==> config.mk <==
export PLATFORM = sky130hd
export DESIGN_NAME = usb_crc16_tx
export DESIGN_NICKNAME = d
export VERILOG_FILES = /design/src/rtl/usb_crc16_tx.sv
export SDC_FILE = /design/constraint.sdc
export NUM_CORES = 1
export LEC_CHECK = 0
export CAP_MARGIN = 25
export CORE_ASPECT_RATIO = 1.1
export CORE_MARGIN = 3
export CORE_UTILIZATION = 55
export CTS_BUF_LIST = sky130_fd_sc_hd__clkbuf_8 sky130_fd_sc_hd__clkbuf_16
export CTS_CLUSTER_DIAMETER = 50
export DETAILED_ROUTE_END_ITERATION = 12
export GPL_TIMING_DRIVEN = 0
export PLACE_DENSITY = 0.9
export SYNTH_ARGS = -nofsm -noshare
export SYNTH_HDL_FRONTEND = slang
export SYNTH_SLANG_ARGS = --single-unit
==> constraint.sdc <==
create_clock -name clk -period 2.7 [get_ports clk]
set_input_delay 0.27 -clock clk [delete_from_list [all_inputs] [get_ports clk]]
set_output_delay 0.27 -clock clk [all_outputs]
set_load 0.05 [all_outputs]
==> src/rtl/usb_crc16_tx.sv <==
// USB 2.0 transmit CRC16 generator/appender: passes the LSB-first
// payload through and then appends the complemented CRC16, MSB first.
//
// Ports:
//   clk, rst           clock, async active-high reset
//   start, no_data     packet start pulse; no_data selects zero-length payload
//   din, din_valid,    payload bit, valid, and last-bit marker
//   din_last
//   din_ready          payload bit accepted when din_valid & din_ready
//   stream_out,        serial output bit and its valid flag
//   out_valid
//   out_ready          downstream takes stream_out (low = stall)
//   busy, done         packet in progress / last CRC bit taken pulse
//   crc_out            transmitted CRC (register ^ XOROUT)
module usb_crc16_tx #(
  parameter logic [15:0] POLY   = 16'h8005,
  parameter logic [15:0] INIT   = 16'hFFFF,
  parameter logic [15:0] XOROUT = 16'hFFFF
) (
  input  logic        clk,
  input  logic        rst,
  input  logic        start,
  input  logic        no_data,
  input  logic        din,
  input  logic        din_valid,
  input  logic        din_last,
  output logic        din_ready,
  output logic        stream_out,
  output logic        out_valid,
  input  logic        out_ready,
  output logic        busy,
  output logic        done,
  output logic [15:0] crc_out
);

  typedef enum logic [1:0] {
    S_IDLE,
    S_DATA,
    S_CRC,
    S_FLUSH
  } state_t;

  state_t      r_state;
  logic [15:0] r_crc;
  logic [3:0]  r_cnt;

  logic        w_adv;
  logic        w_accept;
  logic        w_fb;
  logic [15:0] w_crc_step;
  logic [15:0] w_crc_tx;
  logic        w_crc_bit;

  // Output register is free, or its bit leaves this cycle.
  assign w_adv      = !out_valid || out_ready;
  assign din_ready  = (r_state == S_DATA) && w_adv;
  assign w_accept   = din_ready && din_valid;

  assign w_fb       = din ^ r_crc[15];
  assign w_crc_step = {r_crc[14:0], 1'b0}
                    ^ (w_fb ? POLY : 16'h0000);

  assign w_crc_tx   = r_crc ^ XOROUT;
  // 15 - cnt selects the CRC MSB first.
  assign w_crc_bit  = w_crc_tx[4'd15 - r_cnt];

  always_ff @(posedge clk or posedge rst) begin
    if (rst) begin
      r_state    <= S_IDLE;
      r_crc      <= INIT;
      r_cnt      <= 4'd0;
      stream_out <= 1'b0;
      out_valid  <= 1'b0;
      busy       <= 1'b0;
      done       <= 1'b0;
      crc_out    <= 16'h0000;
    end else begin
      done <= 1'b0;
      unique case (r_state)
        S_IDLE: begin
          if (start) begin
            r_crc <= INIT;
            r_cnt <= 4'd0;
            busy  <= 1'b1;
            if (no_data) begin
              r_state <= S_CRC;
              crc_out <= INIT ^ XOROUT;
            end else begin
              r_state <= S_DATA;
            end
          end
        end
        S_DATA: begin
          if (w_adv) begin
            if (w_accept) begin
              stream_out <= din;
              out_valid  <= 1'b1;
              r_crc      <= w_crc_step;
              if (din_last) begin
                r_state <= S_CRC;
                r_cnt   <= 4'd0;
                // Capture the CRC including this final bit.
                crc_out <= w_crc_step ^ XOROUT;
              end
            end else begin
              out_valid <= 1'b0;
            end
          end
        end
        S_CRC: begin
          if (w_adv) begin
            stream_out <= w_crc_bit;
            out_valid  <= 1'b1;
            if (r_cnt == 4'd15) begin
              r_state <= S_FLUSH;
            end else begin
              r_cnt <= r_cnt + 4'd1;
            end
          end
        end
        S_FLUSH: begin
          if (out_ready) begin
            out_valid <= 1'b0;
            done      <= 1'b1;
            busy      <= 1'b0;
            r_state   <= S_IDLE;
          end
        end
        default: begin
          r_state <= S_IDLE;
        end
      endcase
    end
  end

endmodule

==> flow_summary_export.csv <==
group,metric,value,unit
final_layout,fillers,294,
timing,tightest_slew,847,ps
floorplan,dieArea,4980,sq um
timing,max_freq,0.420,GHz
global_route,grt_pass1_vias,1666,
synth,ys_ff_latch,42,
timing,slew_violations,0,
power,p_leak,1.11,nW
power,peakVddDrop,0.698,mV
floorplan,start_util,59.9,%
detailed_routing,routed_via_density,5.50,
synth,synth-seq-area-share,46.7,%
global_route,grt_first_pass_wirelength,7.67,mm
final_layout,ff_latch_area,1070,sq um
floorplan,rows,23,
power,power,2.62,mW
clock_tree,cts_buffer_depth,2,
timing,clock_skew,11.4,ps
placement,gp_congestion,0.871,
synth,synth.net_count,215,
critical_path,rr_startpoint,"r_state[0]",
synth,synthCells,201,
synth,synthFlopType,"dfrtp_1",
global_route,grt_overflow,0,
clock_tree,htree_levels,2,
clock_tree,cts_root_buffer,"clkbuf_8",
power,switching_share,42.3,%
critical_path,path_cells,"inv_1 -> ha_1 -> buf_2 -> and2_1 -> dlygate4sd2_1",
synth,synth_area,2290,sq um
detailed_routing,remaining_drc_errors,0,
run_status,status,"complete, no violations",
floorplan,chipWidth,67.6,microns
placement,port_buffers,28,
timing,finalHoldWorstSlack,451,ps
global_route,grt_max_degree,43,
floorplan,core_area,3830,sq um
timing,fin_crit,2380,ps
final_layout,area_growth,18.5,%
critical_path,worstSetupStartpoint,"r_state[1]",
power,seqPwrFrac,32.3,%
final_layout,post_route_cells_drive_above_1_share,23.7,%
detailed_routing,dr.pass1.iters,4,
synth,synth.top_cell.area_share,28.4,%
synth,synth_area_leaders,"dfrtp_1 (28%), dfstp_2 (18%), mux2_2 (8.8%), mux2i_1 (8.7%), nand2b_1 (4.1%)",
clock_tree,numCtsBuffers,5,
power,pwr-share-comb,52.6,%
synth,yosys_warnings,0,
critical_path,r2r_setup_slack,470,ps
timing,rsz0062_at_grt,"no",
floorplan,die_y,73.7,microns
synth,avgSynthCellArea,11.4,sq um
run,max-cap-violations,0,
final_layout,num-nets-final,249,
clock_tree,clkSlewWorstSetupHoldPaths,90,ps
critical_path,start_kind,"register",
clock_tree,cts.sinks,42,
critical_path,crit_type,"register to output pin",
synth,synth.largest_area_cell,"dfrtp_1",
critical_path,critical-path-slowest-cell,"dlygate4sd2_1",
power,pwr-share-clk,15.2,%
final_layout,final_common_cell,"clkdlybuf4s50_1",
critical_path,cp.arrival,2110,ps
min_path,hold_path.class,"input port to async pin",
detailed_routing,avgRoutedWirePerCell,14.8,microns
power,internal-power,1.51,mW
detailed_routing,wirelength,4.22,mm
clock_tree,clk-insertion-delay-late,300,ps
global_route,antenna_found_initial,0,
power,switching_power,1.11,mW
critical_path,critPathRequiredTime,2430,ps
placement,hpwlAfterDp,3.03,mm
critical_path,crit_path_max_fanout,19,
timing,fin_crit_sh,88.2,%
synth,async_flop_share,100,%
detailed_routing,ant_nets,0,
synth,synth_edf_count,0,
floorplan,pin_count,29,
power,pwr_density_cell,965,nW/um^2
timing,timing.setup.tns,0,ps
detailed_routing,vias,1573,
critical_path,max_stage_delay,520,ps
critical_path,reg2reg_to,"r_crc[7]",
final_layout,multi_input_area,1090,sq um
global_route,grt_use_total,20.7,%
timing,setup_viol,0,
detailed_routing,drtIter0Drc,81,
timing,final-hold-violation-count,0,
timing,slew_headroom,43.5,%
final_layout,mostFrequentLayoutCells,"clkdlybuf4s50_1 (27), dfrtp_1 (26), inv_1 (20), mux2i_1 (20), mux2_2 (18)",
final_layout,antenna_cells,0,
clock_tree,cts_tree,"built",
critical_path,endpoint_kind,"output pin",
synth,ys_types,45,
critical_path,r2r_cells,7,
==> kinds of logic (layout without fill, tap and decap cells) <==
| family | Yosys count | count (layout) | synth area share, % |
|---|---|---|---|
| compound gates | 27 | 27 | 8.52 |
| mux | 41 | 41 | 20.5 |
| xor+xnor | 4 | 4 | 1.53 |
| buf+inv | 29 | 64 | 5.57 |
| simple gates | 52 | 52 | 13.9 |
| fa+ha+maj | 6 | 6 | 3.28 |
| flops | 42 | 42 | 46.7 |
==> worst max-delay path by stage <==
stage | to | slack, ps | depth (start not counted)
after CTS | din_ready | 10 | 6
final | din_ready | 320 | 5
after global placement | din_ready | 80 | 6
after floorplan | r_crc[3] | 740 | 7
after global routing | din_ready | 150 | 5
after detailed placement | din_ready | 50 | 6
==> repair_timing <==
item,in CTS,in global routing
resized for setup,1,0
setup endpoints to repair,1,1
hold buffers,0,0
buffers inserted,0,0
==> layout make-up <==
type | instances | area share, %
Multi-Input combinational cell | 130 | 40.3
Sequential cell | 42 | 39.4
Timing Repair Buffer | 28 | 10.3
Inverter | 20 | 2.76
Clock buffer | 5 | 2.53
Tap cell | 50 | 2.30
Buffer | 8 | 1.80
Clock inverter | 3 | 0.645
==> per-layer routing <==
metal / vias to the layer above / share of wire [%] / global-route usage [%]
li1: 767 / - / -
met1: 771 / 45 / 26.2
met2: 31 / 51 / 34.3
met3: 4 / 3.3 / 4.43
met4: 0 / 0.95 / 8.33
met5: - / 0 / 0
==> power groups by stage <==
stage               sequential [mW]  clock, mW  combinational [mW]
finish                        0.845      0.398                1.38
global route                  0.860      0.427                1.52
CTS                           0.844      0.405                1.40
detailed placement            0.855          0                1.40
global placement              0.849          0                1.37
floorplan                      1.02          0               0.904
==> metrics by stage <==
step / area (sq um) / setup slack [ps] / util, % / cells
2_1_floorplan: 2290 / 743 / - / 201
3_3_place_gp: 2640 / 83.9 / 68.8 / 279
3_5_place_dp: 2640 / 51.3 / 68.8 / 279
4_1_cts: 2720 / 10.9 / 71.1 / 287
5_1_grt: 2720 / 149 / 71.0 / 286
6_report: 2720 / 319 / 71.0 / 286
==> sequential cells by signal, indices dropped and copies added (netlist names) <==
| register | flops |
|---|---|
| stream_out | 1 |
| out_valid | 1 |
| done | 1 |
| r_crc | 16 |
| r_state | 2 |
| r_cnt | 4 |
| crc_out | 16 |
| busy | 1 |
==> cells in the mapped netlist (3+ instances only) <==
library cell  count
mux4_2            3
inv_1            20
nand2b_1         15
dfstp_2          16
mux2i_1          20
and2_1            4
ha_1              6
nor2_1            5
nand3_1           4
nand2_1           7
xnor2_1           4
mux2_2           18
dfrtp_1          26
o21ai_0          11
nor2b_1           3
clkbuf_1          4
buf_2             3
==> critical path: cells and delay by family (launching register included) <==
kind,cells,cell delay (ps)
buf+inv,3,1000
flops,1,420
fa+ha+maj,1,220
simple gates,1,170
No activity file was read; power rests on OpenSTA's default activity.
==> variant, RTL diff (config.mk and constraints unchanged) <==
Make the reset (`rst`) synchronous in one clocked block. Comments in the files are not updated.
--- a/src/rtl/usb_crc16_tx.sv
+++ b/src/rtl/usb_crc16_tx.sv
@@ -65,5 +65,5 @@
   assign w_crc_bit  = w_crc_tx[4'd15 - r_cnt];
 
-  always_ff @(posedge clk or posedge rst) begin
+  always_ff @(posedge clk) begin
     if (rst) begin
       r_state    <= S_IDLE;
Check against the original RTL: differs if rst is asserted again (counterexample within 4 cycles, from zero or initial values and one cycle with rst high); with rst held inactive, the same outputs for 4 cycles.
==> variant against the original RTL <==
  * Critical path depth grew 1
  * Design area grew 3.6%
  * Cell count grew 23%
  * Critical path type unchanged
  * Critical endpoint unchanged
  * Core utilization shrank 1.6 points
  * Sequential cell count is the same
  * Count of clock-buffer cells in the layout is the same
  * Total power grew 0.81%
  * Routed wire length grew 43%
  * Area after synthesis grew 3.9%
  * Worst setup slack lost 0.11 ns
==> variant: results <==
group,metric,value,unit
synthesis,synthTopCellsByCount,"dfxtp_1 (42), a21oi_1 (26), nor2_1 (24), nand4_1 (20), o31ai_1 (19)",
synthesis,yosysSeqAreaShare,35.3,%
power_and_ir_drop,leakagePower,1.04,nW
setup_path,critical_path_arrival,2.22,ns
setup_path,timing.reg2reg.worst_path_depth,8,
cells_and_area,layout-drive-gt1-share,14.0,%
cells_and_area,inverters,7,
power_and_ir_drop,clock_power_share,18.4,%
power_and_ir_drop,power.share.combinational,48.4,%
setup_path,crit_path_start,"r_state[1]",
cts,cts_resized,0,
grt,via_count_of_the_first_global_routing_pass,2048,
place,globalplace.congestion,0.880,
grt,maximum_number_of_pins_on_one_net_before_global_route_repair,13,
power_and_ir_drop,switching_share,42.7,%
route,drt_first_pass_iters,5,
sta,timing.clock.skew,0.00589,ns
status,run_status,"completed",
cells_and_area,layout.nonclk_buf_share,15.3,%
setup_path,setup.reg_to_reg.worst_slack,0.68,ns
cells_and_area,multi_input_gates,190,
place,placement.setup.worst_slack,0.453,ns
synthesis,synthTopCellsByArea,"dfxtp_1 (35%), o31ai_1 (6.0%), a211o_1 (5.5%)",
cells_and_area,post_layout_nonfiller_instances,353,
min_path,hold_path_class,"input pin to flip-flop",
setup_path,critical_path.reg2reg.endpoint,"r_crc[10]",
sta,fmax,402,MHz
cells_and_area,num-nets-final,314,
power_and_ir_drop,clock_net_power,0.488,mW
grt,grt_first_pass_wirelength,9830,um
-- variant: per-layer routing --
layer  part of all wire (%)  global-route usage [%]  vias up
met4                    2.3                    9.74        0
li1                       -                       -     1062
met3                    8.8                    5.82       14
met5                      0                       0        -
met2                     46                    38.3      120
met1                     43                    34.6     1059
-- variant: per-stage QoR --
stage                     hold WS (ns)  instance area (um^2)
after floorplan                  0.392                  2380
after global placement           0.455                  2710
after detailed placement         0.461                  2710
after CTS                        0.424                  2810
after global routing             0.464                  2810
final                            0.432                  2810
-- variant: logic make-up after synthesis --
family / synth area share (%)
AO/OA/AOI/OAI: 26.6
XOR/XNOR: 2.73
adder cells (fa/ha/maj): 3.15
buffers and inverters: 8.19
flip-flops: 35.3
multiplexers: 4.15
AND/OR/NAND/NOR: 19.9
-- variant: worst register-to-register path: stages, from the launching register on --
cell,delay (ns)
dfxtp_1,0.41
inv_1,0.12
ha_1,0.22
buf_6,0.16
nor2b_2,0.18
a21oi_4,0.23
buf_4,0.23
nor3_1,0.08
a211o_1,0.28
